File: config.mk
export PLATFORM = sky130hd
export DESIGN_NAME = amuxbus_switch_sequencer_flat
export DESIGN_NICKNAME = d
export VERILOG_FILES = /design/src/rtl/amuxbus_if.sv /design/src/rtl/amuxbus_switch_sequencer.sv /design/src/flat_wrapper.sv
export SDC_FILE = /design/constraint.sdc
export NUM_CORES = 1
export LEC_CHECK = 0
export CAP_MARGIN = 0
export CORE_ASPECT_RATIO = 1.25
export CORE_UTILIZATION = 45
export CTS_CLUSTER_SIZE = 8
export DETAILED_ROUTE_END_ITERATION = 10
export PLACE_DENSITY = 0.69
export SLEW_MARGIN = 20
export SYNTH_ARGS = -nofsm -noshare
export SYNTH_HDL_FRONTEND = slang
export SYNTH_SLANG_ARGS = --single-unit
File: constraint.sdc
create_clock -name axis_clk -period 3.8 [get_ports axis_clk]
set_clock_uncertainty 0.05 [all_clocks]
set_input_delay 0.57 -clock axis_clk [delete_from_list [all_inputs] [get_ports axis_clk]]
set_output_delay 0.57 -clock axis_clk [all_outputs]
set_load 0.1 [all_outputs]
File: src/rtl/amuxbus_if.sv
// Request handshake and switch-enable bundle between the core and the amux sequencer.
interface amuxbus_if #(
  parameter int NPADS = 8,
  parameter int PADW  = $clog2(NPADS)
);
  logic             req_valid;
  logic             req_ready;
  logic             req_bus;
  logic [PADW-1:0]  req_pad;
  logic             req_connect;
  logic [NPADS-1:0] amux_a_en;
  logic [NPADS-1:0] amux_b_en;
  logic             busy;
  logic             done_pulse;
  logic             err;
  logic             err_clr;

  modport master (
    output req_valid, req_bus, req_pad, req_connect, err_clr,
    input  req_ready, amux_a_en, amux_b_en, busy, done_pulse, err
  );

  modport slave (
    input  req_valid, req_bus, req_pad, req_connect, err_clr,
    output req_ready, amux_a_en, amux_b_en, busy, done_pulse, err
  );
endinterface

File: src/rtl/amuxbus_switch_sequencer.sv
// Break-before-make sequencer for the padframe AMUXBUS_A/AMUXBUS_B switch enables.
//
// state  | meaning
// IDLE   | waiting for a request, req_ready high
// BREAK  | target bus held fully open, counting down the break time
// SETTLE | new pad attached, counting down the settle time
// DONE   | one-cycle completion strobe, then back to IDLE
module amuxbus_switch_sequencer #(
  parameter int NPADS      = 8,
  parameter int PADW       = $clog2(NPADS),
  parameter int BREAK_CYC  = 4,
  parameter int SETTLE_CYC = 16
) (
  input logic      axis_clk,
  input logic      axis_rst_n,
  amuxbus_if.slave bus
);
  localparam int CNT_MAX = (BREAK_CYC > SETTLE_CYC) ? BREAK_CYC : SETTLE_CYC;
  localparam int CNTW    = $clog2(CNT_MAX + 1);
  localparam logic [CNTW-1:0] BREAK_LOAD  = CNTW'(BREAK_CYC - 1);
  localparam logic [CNTW-1:0] SETTLE_LOAD = CNTW'(SETTLE_CYC - 1);
  localparam logic [CNTW-1:0] CNT_ONE     = CNTW'(1);

  if (NPADS < 2) begin : g_chk_npads
    $error("NPADS must be at least 2");
  end
  if (BREAK_CYC < 1 || SETTLE_CYC < 1) begin : g_chk_cyc
    $error("BREAK_CYC and SETTLE_CYC must be at least 1");
  end

  typedef enum logic [1:0] {
    ST_IDLE   = 2'd0,
    ST_BREAK  = 2'd1,
    ST_SETTLE = 2'd2,
    ST_DONE   = 2'd3
  } state_t;

  state_t           state_q, state_d;
  logic [CNTW-1:0]  cnt_q, cnt_d;
  logic [NPADS-1:0] a_en_q, a_en_d;
  logic [NPADS-1:0] b_en_q, b_en_d;
  logic             bus_q, bus_d;
  logic [PADW-1:0]  pad_q, pad_d;
  logic             conn_q, conn_d;
  logic             busy_q, busy_d;
  logic             done_q, done_d;
  logic             err_q, err_d;

  logic             accept;
  logic             pad_in_range;
  logic             conflict;
  logic             reject;
  logic [NPADS-1:0] req_mask;
  logic [NPADS-1:0] other_en;

  // Out-of-range indices decode to an all-zero mask.
  function automatic logic [NPADS-1:0] pad_onehot(input logic [PADW-1:0] idx);
    logic [NPADS-1:0] m;
    m = '0;
    for (int i = 0; i < NPADS; i++) begin
      if (32'(idx) == i) m[i] = 1'b1;
    end
    return m;
  endfunction

  assign bus.req_ready = (state_q == ST_IDLE) & axis_rst_n;

  assign accept       = bus.req_valid & bus.req_ready;
  assign pad_in_range = (32'(bus.req_pad) < NPADS);
  assign req_mask     = pad_onehot(bus.req_pad);
  assign other_en     = bus.req_bus ? a_en_q : b_en_q;
  assign conflict     = bus.req_connect & (|(req_mask & other_en));
  assign reject       = ~pad_in_range | conflict;

  always_comb begin
    state_d = state_q;
    cnt_d   = cnt_q;
    a_en_d  = a_en_q;
    b_en_d  = b_en_q;
    bus_d   = bus_q;
    pad_d   = pad_q;
    conn_d  = conn_q;
    err_d   = err_q;

    if (bus.err_clr) err_d = 1'b0;

    case (state_q)
      ST_IDLE: begin
        if (accept) begin
          if (reject) begin
            // Set takes priority over a simultaneous clear.
            err_d   = 1'b1;
            state_d = ST_DONE;
          end else begin
            bus_d  = bus.req_bus;
            pad_d  = bus.req_pad;
            conn_d = bus.req_connect;
            if (bus.req_bus) b_en_d = '0;
            else             a_en_d = '0;
            cnt_d   = BREAK_LOAD;
            state_d = ST_BREAK;
          end
        end
      end

      ST_BREAK: begin
        if (cnt_q == '0) begin
          if (conn_q) begin
            if (bus_q) b_en_d = pad_onehot(pad_q);
            else       a_en_d = pad_onehot(pad_q);
            cnt_d   = SETTLE_LOAD;
            state_d = ST_SETTLE;
          end else begin
            state_d = ST_DONE;
          end
        end else begin
          cnt_d = cnt_q - CNT_ONE;
        end
      end

      ST_SETTLE: begin
        if (cnt_q == '0) state_d = ST_DONE;
        else             cnt_d   = cnt_q - CNT_ONE;
      end

      ST_DONE: state_d = ST_IDLE;

      default: state_d = ST_IDLE;
    endcase

    busy_d = (state_d != ST_IDLE);
    done_d = (state_d == ST_DONE);
  end

  always_ff @(posedge axis_clk) begin
    if (!axis_rst_n) begin
      state_q <= ST_IDLE;
      cnt_q   <= '0;
      a_en_q  <= '0;
      b_en_q  <= '0;
      bus_q   <= 1'b0;
      pad_q   <= '0;
      conn_q  <= 1'b0;
      busy_q  <= 1'b0;
      done_q  <= 1'b0;
      err_q   <= 1'b0;
    end else begin
      state_q <= state_d;
      cnt_q   <= cnt_d;
      a_en_q  <= a_en_d;
      b_en_q  <= b_en_d;
      bus_q   <= bus_d;
      pad_q   <= pad_d;
      conn_q  <= conn_d;
      busy_q  <= busy_d;
      done_q  <= done_d;
      err_q   <= err_d;
    end
  end

  assign bus.amux_a_en  = a_en_q;
  assign bus.amux_b_en  = b_en_q;
  assign bus.busy       = busy_q;
  assign bus.done_pulse = done_q;
  assign bus.err        = err_q;

  // A bus never carries two pads and a pad never sits on both buses.
  a_onehot_a: assert property (@(posedge axis_clk) disable iff (!axis_rst_n) $onehot0(a_en_q));
  a_onehot_b: assert property (@(posedge axis_clk) disable iff (!axis_rst_n) $onehot0(b_en_q));
  a_disjoint: assert property (@(posedge axis_clk) disable iff (!axis_rst_n) (a_en_q & b_en_q) == '0);
endmodule

File: src/flat_wrapper.sv
// flat-port wrapper written by rule: the top's interface ports become plain ports
module amuxbus_switch_sequencer_flat 
#(
  parameter int NPADS      = 8,
  parameter int PADW       = $clog2(NPADS),
  parameter int BREAK_CYC  = 4,
  parameter int SETTLE_CYC = 16
)
  (axis_clk, axis_rst_n, bus_req_valid, bus_req_bus, bus_req_pad, bus_req_connect, bus_err_clr, bus_req_ready, bus_amux_a_en, bus_amux_b_en, bus_busy, bus_done_pulse, bus_err);
  amuxbus_if #(.NPADS(NPADS), .PADW(PADW)) bus_i ();
  input logic axis_clk;
  input logic axis_rst_n;
  input wire logic [$bits(bus_i.req_valid)-1:0] bus_req_valid;
  input wire logic [$bits(bus_i.req_bus)-1:0] bus_req_bus;
  input wire logic [$bits(bus_i.req_pad)-1:0] bus_req_pad;
  input wire logic [$bits(bus_i.req_connect)-1:0] bus_req_connect;
  input wire logic [$bits(bus_i.err_clr)-1:0] bus_err_clr;
  output wire logic [$bits(bus_i.req_ready)-1:0] bus_req_ready;
  output wire logic [$bits(bus_i.amux_a_en)-1:0] bus_amux_a_en;
  output wire logic [$bits(bus_i.amux_b_en)-1:0] bus_amux_b_en;
  output wire logic [$bits(bus_i.busy)-1:0] bus_busy;
  output wire logic [$bits(bus_i.done_pulse)-1:0] bus_done_pulse;
  output wire logic [$bits(bus_i.err)-1:0] bus_err;
  assign bus_i.req_valid = bus_req_valid;
  assign bus_i.req_bus = bus_req_bus;
  assign bus_i.req_pad = bus_req_pad;
  assign bus_i.req_connect = bus_req_connect;
  assign bus_i.err_clr = bus_err_clr;
  assign bus_req_ready = bus_i.req_ready;
  assign bus_amux_a_en = bus_i.amux_a_en;
  assign bus_amux_b_en = bus_i.amux_b_en;
  assign bus_busy = bus_i.busy;
  assign bus_done_pulse = bus_i.done_pulse;
  assign bus_err = bus_i.err;
  amuxbus_switch_sequencer #(.NPADS(NPADS), .PADW(PADW), .BREAK_CYC(BREAK_CYC), .SETTLE_CYC(SETTLE_CYC)) u_core (.axis_clk(axis_clk), .axis_rst_n(axis_rst_n), .bus(bus_i));
endmodule
======== After elaboration in Yosys (flattened, before gate mapping) ========
Index checks and enable logic that the tools add are counted.
operators by class
  $add $sub $neg .......................... 1
  equality and inequality tests ........... 28
  mux-type cells .......................... 47
  bitwise operators ....................... 5
  reduce and logical (&&, ||, !) cells .... 12
operators by type and width
  cell                                                                 number
  8-bit 2-to-1 mux                                                     13
  8-bit case mux with 2 select lines                                   2
  5-bit 2-to-1 mux                                                     5
  3-bit == test (second input constant)                                8
  1-bit 2-to-1 mux                                                     21
  5-bit case mux with 3 select lines                                   1
  7-bit AND reduction                                                  2
  3-bit by 2-bit == test with 1-bit output (second input constant)     4
  2-bit != test (second input constant)                                5
  8-bit AND                                                            1
  2-bit 2-to-1 mux                                                     4
  2-bit by 1-bit != test with 1-bit output (second input constant)     4
  2-bit case mux with 4 select lines                                   1
  8-bit OR reduction                                                   1
  2-bit == test (second input constant)                                3
  3-bit by 1-bit == test with 1-bit output (second input constant)     2
  3-bit zero test                                                      2
  5-bit zero test                                                      1
  5-bit AND reduction                                                  1
  5-bit by 1-bit subtractor with 5-bit output (second input constant)  1
  2-bit nonzero test                                                   2
  1-bit AND                                                            3
  3-bit by 2-bit != test with 1-bit output (second input constant)     1
  3-bit AND reduction                                                  1
  other kinds (4)                                                      4
word-level totals
  register bits after elaboration ......... 31
  output and inout bits ................... 20
  logic and storage cells ................. 103

======== Logic depth before layout (Yosys ltp) ========
  depth in word-level cells ............... 9
  mapped depth ............................ 8

======== Worst setup path after synthesis ========
OpenSTA, ideal clock, no wires.
  path type ............................... register to output
  from .................................... reg u_core.state_q[1]
  to ...................................... out bus_req_ready
  data arrival time ....................... 2.040 ns
  path slack .............................. 1.140 ns
  cell stages (with the launch flop) ...... 5
  cells stage by stage .................... dfxtp_1 inv_1 ha_1 inv_1 nor2_1
between the ends
  word-level cells in the longest chain between the ends .. 2
RTL lines
  what                      line                             RTL
  start: declaration        amuxbus_switch_sequencer.sv:38   state_t state_q, state_d;
  start signal: assignment  amuxbus_switch_sequencer.sv:148  state_q <= state_d;
  2-bit zero test           amuxbus_switch_sequencer.sv:66   assign bus.req_ready = (state_q == ST_IDLE) & axis_rst_n;
  1-bit AND                 amuxbus_switch_sequencer.sv:66
  end: declaration          flat_wrapper.sv:18               output wire logic [$bits(bus_i.req_ready)-1:0] bus_req_ready;
No other way between the ends.

======== Worst setup path in the final report ========
  from .................................... in bus_req_bus
  to ...................................... reg u_core.a_en_q[1], in the netlist u_core.bus.amux_a_en[1]
between the ends
  word-level cells in the longest chain between the ends .. 6
  elaborated cells on any way between the ends .. 7
RTL lines
  what                                    line                             RTL
  start: declaration                      flat_wrapper.sv:14               input wire logic [$bits(bus_i.req_bus)-1:0] bus_req_bus;
  8-bit 2-to-1 mux                        amuxbus_switch_sequencer.sv:71   assign other_en = bus.req_bus ? a_en_q : b_en_q;
  8-bit AND                               amuxbus_switch_sequencer.sv:72   assign conflict = bus.req_connect & (|(req_mask & other_en));
  8-bit OR reduction                      amuxbus_switch_sequencer.sv:72
  1-bit AND                               amuxbus_switch_sequencer.sv:72
  2-bit != test (no source line)          -
  7-bit AND reduction (no source line) *  -
  end signal: assignment                  amuxbus_switch_sequencer.sv:150  a_en_q <= a_en_d;
  end: declaration                        amuxbus_switch_sequencer.sv:40   logic [NPADS-1:0] a_en_q, a_en_d;
Mark *: on every way between the ends. The rest lies on a longest branch, timed or not.
A chain may end at the register's enable or synchronous reset.

==> results.json <==
{
  "cts_buffer_depth": 2,
  "portBuffers": 28,
  "crit_fanout": 10,
  "dpl_cell_area_um2": 2040,
  "initial_core_util": 0.484,
  "cts_sinks": 31,
  "final_layout_size_suffix_gt1_frac": 0.114,
  "netlist_area_um2": 1730,
  "synth_nets": 210,
  "synth.distinct_cells": 44,
  "post-cts-setup-buffers": 0,
  "wirelength_um": 4550,
  "ys_ff_latch": 31,
  "drtIter0Drc": 74,
  "vias_per_cell": 6.00,
  "cp-end-kind": "register",
  "cts_max_level": 2,
  "crit_arrival_ps": 3200,
  "regArea_um2": 621,
  "fin_setup_tns_ps": 0,
  "worstHoldPathType": "reg -> reg",
  "first_pass_iters": 7,
  "path_class": "in -> reg",
  "die_x_um": 57.4,
  "grt_max_degree": 24,
  "path_cells": "clkdlybuf4s50_1 > mux2_2 > a32o_2 > or4_4 > a21oi_1 > o32ai_1",
  "grt_pass1_vias": 1539,
  "dp_hpwl_um": 3520,
  "fin_nets": 242,
  "post_cts_resized": 0,
  "period_needed_ps": 3120,
  "setup_viol": 0,
  "timing.fmax_mhz": 320,
  "start_kind": "input pin",
  "core_um2": 3570,
  "wl_per_cell_um": 17.0,
  "synthArstFlopShare": 0,
  "hold_viol": 0,
  "vias": 1607,
  "tightest_slew_ps": 974,
  "peakVddDrop_mv": 0.464,
  "tritoncts": "done",
  "cp_slowest_stage_delay_ps": 790,
  "cts_root_buf": "clkbuf_8",
  "syn_inst": 196,
  "r2r_cells": 7,
  "ys_warn_count": 0,
  "avgSynthCellArea_um2": 8.82,
  "cp.required_ps": 3880,
  "synth_top_area_share": 0.359,
  "max_cap_viol_count": 0,
  "path_clk_slew_ps": 70,
  "drtAntennaViolNets": 0,
  "dieArea_um2": 4100,
  "fillers": 338,
  "multi_input_area_um2": 970,
  "pre_cts_ws_ps": 360,
  "rsz0062_at_grt": "false",
  "yosysSeqAreaShare": 0.359,
  "synth_top_area_cell": "dfxtp_1",
  "ios": 29,
  "synth_edf_count": 0,
  "antenna_found_initial": 0,
  "violations": "design-rule violations",
  "power.density_nw_per_um2": 629,
  "worst_slack_ps": 679,
  "gp_congestion": 0.941,
  "worst_hold_slack_ps": 436,
  "drc": 4,
  "syn_to_final_growth_pct": 23.8,
  "final_area_um2": 2140,
  "grt-ovfl-total": 0,
  "die_y_um": 71.3,
  "p_leak_nw": 0.807,
  "slew_violations": 0,
  "outcome": "complete, but fails checks",
  "rows": 24,
  "cts_hold_buf": 0,
  "power_mw": 1.35,
  "relSlewSlack": 0.349,
  "antenna_cells": 0,
  "grtUsageTotal": 0.240,
  "grt_pass1_wl_um": 7500,
  "cts_inserted_buffers": 5,
  "holdPathStages": 2,
  "regToRegSetupSlack_ps": 1070,
  "cpMaxStageDelayCell": "clkdlybuf4s50_1",
  "ys_top_cells_by_area": "dfxtp_1, o32ai_1, mux2i_1",
  "period_share": 0.821,
  "clk_latency_ps": 290,
  "synth_ff_type": "dfxtp_1"
}
==> synthesized netlist by cell type, types with 2 or more instances <==
library cell,instances
a21o_1,2
a21oi_1,4
a22oi_1,2
a31o_2,3
a31oi_1,4
and2_1,3
and3_1,4
buf_6,2
clkbuf_1,3
dfxtp_1,31
ha_1,5
inv_1,28
mux2i_1,12
nand2_1,19
nand2b_1,3
nand3_1,4
nand3b_1,3
nor2_1,8
nor2b_1,2
o21ai_0,8
o22ai_1,2
o31ai_1,3
o32ai_1,18
or2b_2,3
==> stage by stage <==
stage	util	instances
floorplan	-	196
detailed placement	0.570	260
global route	0.599	268
finish	0.599	268
CTS	0.599	268
global placement	0.570	260
==> final timing paths <==
check / start / to
worst min-delay path: u_core.bus.amux_a_en[0] / u_core.bus.amux_a_en[0]
worst max-delay path: bus_req_bus / u_core.bus.amux_a_en[1]
worst min register to register: u_core.bus.amux_a_en[0] / u_core.bus.amux_a_en[0]
worst max register to register: u_core.cnt_q[0] / u_core.bus.amux_a_en[1]
==> metal layers <==
layer | vias up | GRT usage | wire length (µm) | part of all wire
met5 | - | 0 | 0 | 0
met2 | 48 | 0.448 | 2500 | 0.55
li1 | 785 | - | - | -
met3 | 12 | 0.0325 | 154 | 0.034
met4 | 0 | 0.114 | 130 | 0.029
met1 | 762 | 0.262 | 1760 | 0.39
==> cells in the final DEF, fill, tap and decap left out, types with 4 or more instances in the layout <==
| cell | Yosys | routed |
|---|---|---|
| dfxtp_1 | 31 | 31 |
| inv_1 | 28 | 28 |
| clkdlybuf4s50_1 | 0 | 27 |
| nand2_1 | 19 | 19 |
| o32ai_1 | 18 | 18 |
| mux2i_1 | 12 | 12 |
| nor2_1 | 8 | 8 |
| o21ai_0 | 8 | 8 |
| clkbuf_8 | 0 | 7 |
| ha_1 | 5 | 5 |
| nand3_1 | 4 | 4 |
| and3_1 | 4 | 4 |
| a31oi_1 | 4 | 4 |
| a21oi_1 | 4 | 4 |
==> critical path, delay by kind of cell <==
family          cells  cell delay (ps)
buf+inv             1              790
compound gates      3              950
mux                 1              390
simple gates        1              510
==> logic make-up after synthesis <==
group | after synthesis | share of synthesized area
DFF | 31 | 0.359
xor gates and xnor gates | 1 | 0.00507
AOI/OAI and AO/OA | 54 | 0.253
muxes | 14 | 0.0847
buffers and inverters | 33 | 0.0803
adders and majority gates | 5 | 0.0362
and+or+nand+nor | 58 | 0.182
==> flip-flops by register name, summed over array words and instances, names as in the netlist, 2 cells and up <==
register,count
u_core.bus.amux_a_en,8
u_core.bus.amux_b_en,8
u_core.cnt_q,5
u_core.pad_q,3
u_core.state_q,2
==> cell type report <==
cell class / count / area share
multi-input cells: 132 / 0.453
clock inverters: 1 / 0.00351
clock buffers: 7 / 0.0450
flip-flops and latches: 31 / 0.290
well taps: 39 / 0.0228
repair buffers: 30 / 0.137
inverters: 28 / 0.0491
==> power by group <==
part	internal (mW)	switching (mW)	total [mW]
Sequential	0.367	0.0363	0.403
Combinational	0.219	0.431	0.650
Clock	0.165	0.128	0.293
Power figures use the tool's default switching activity.
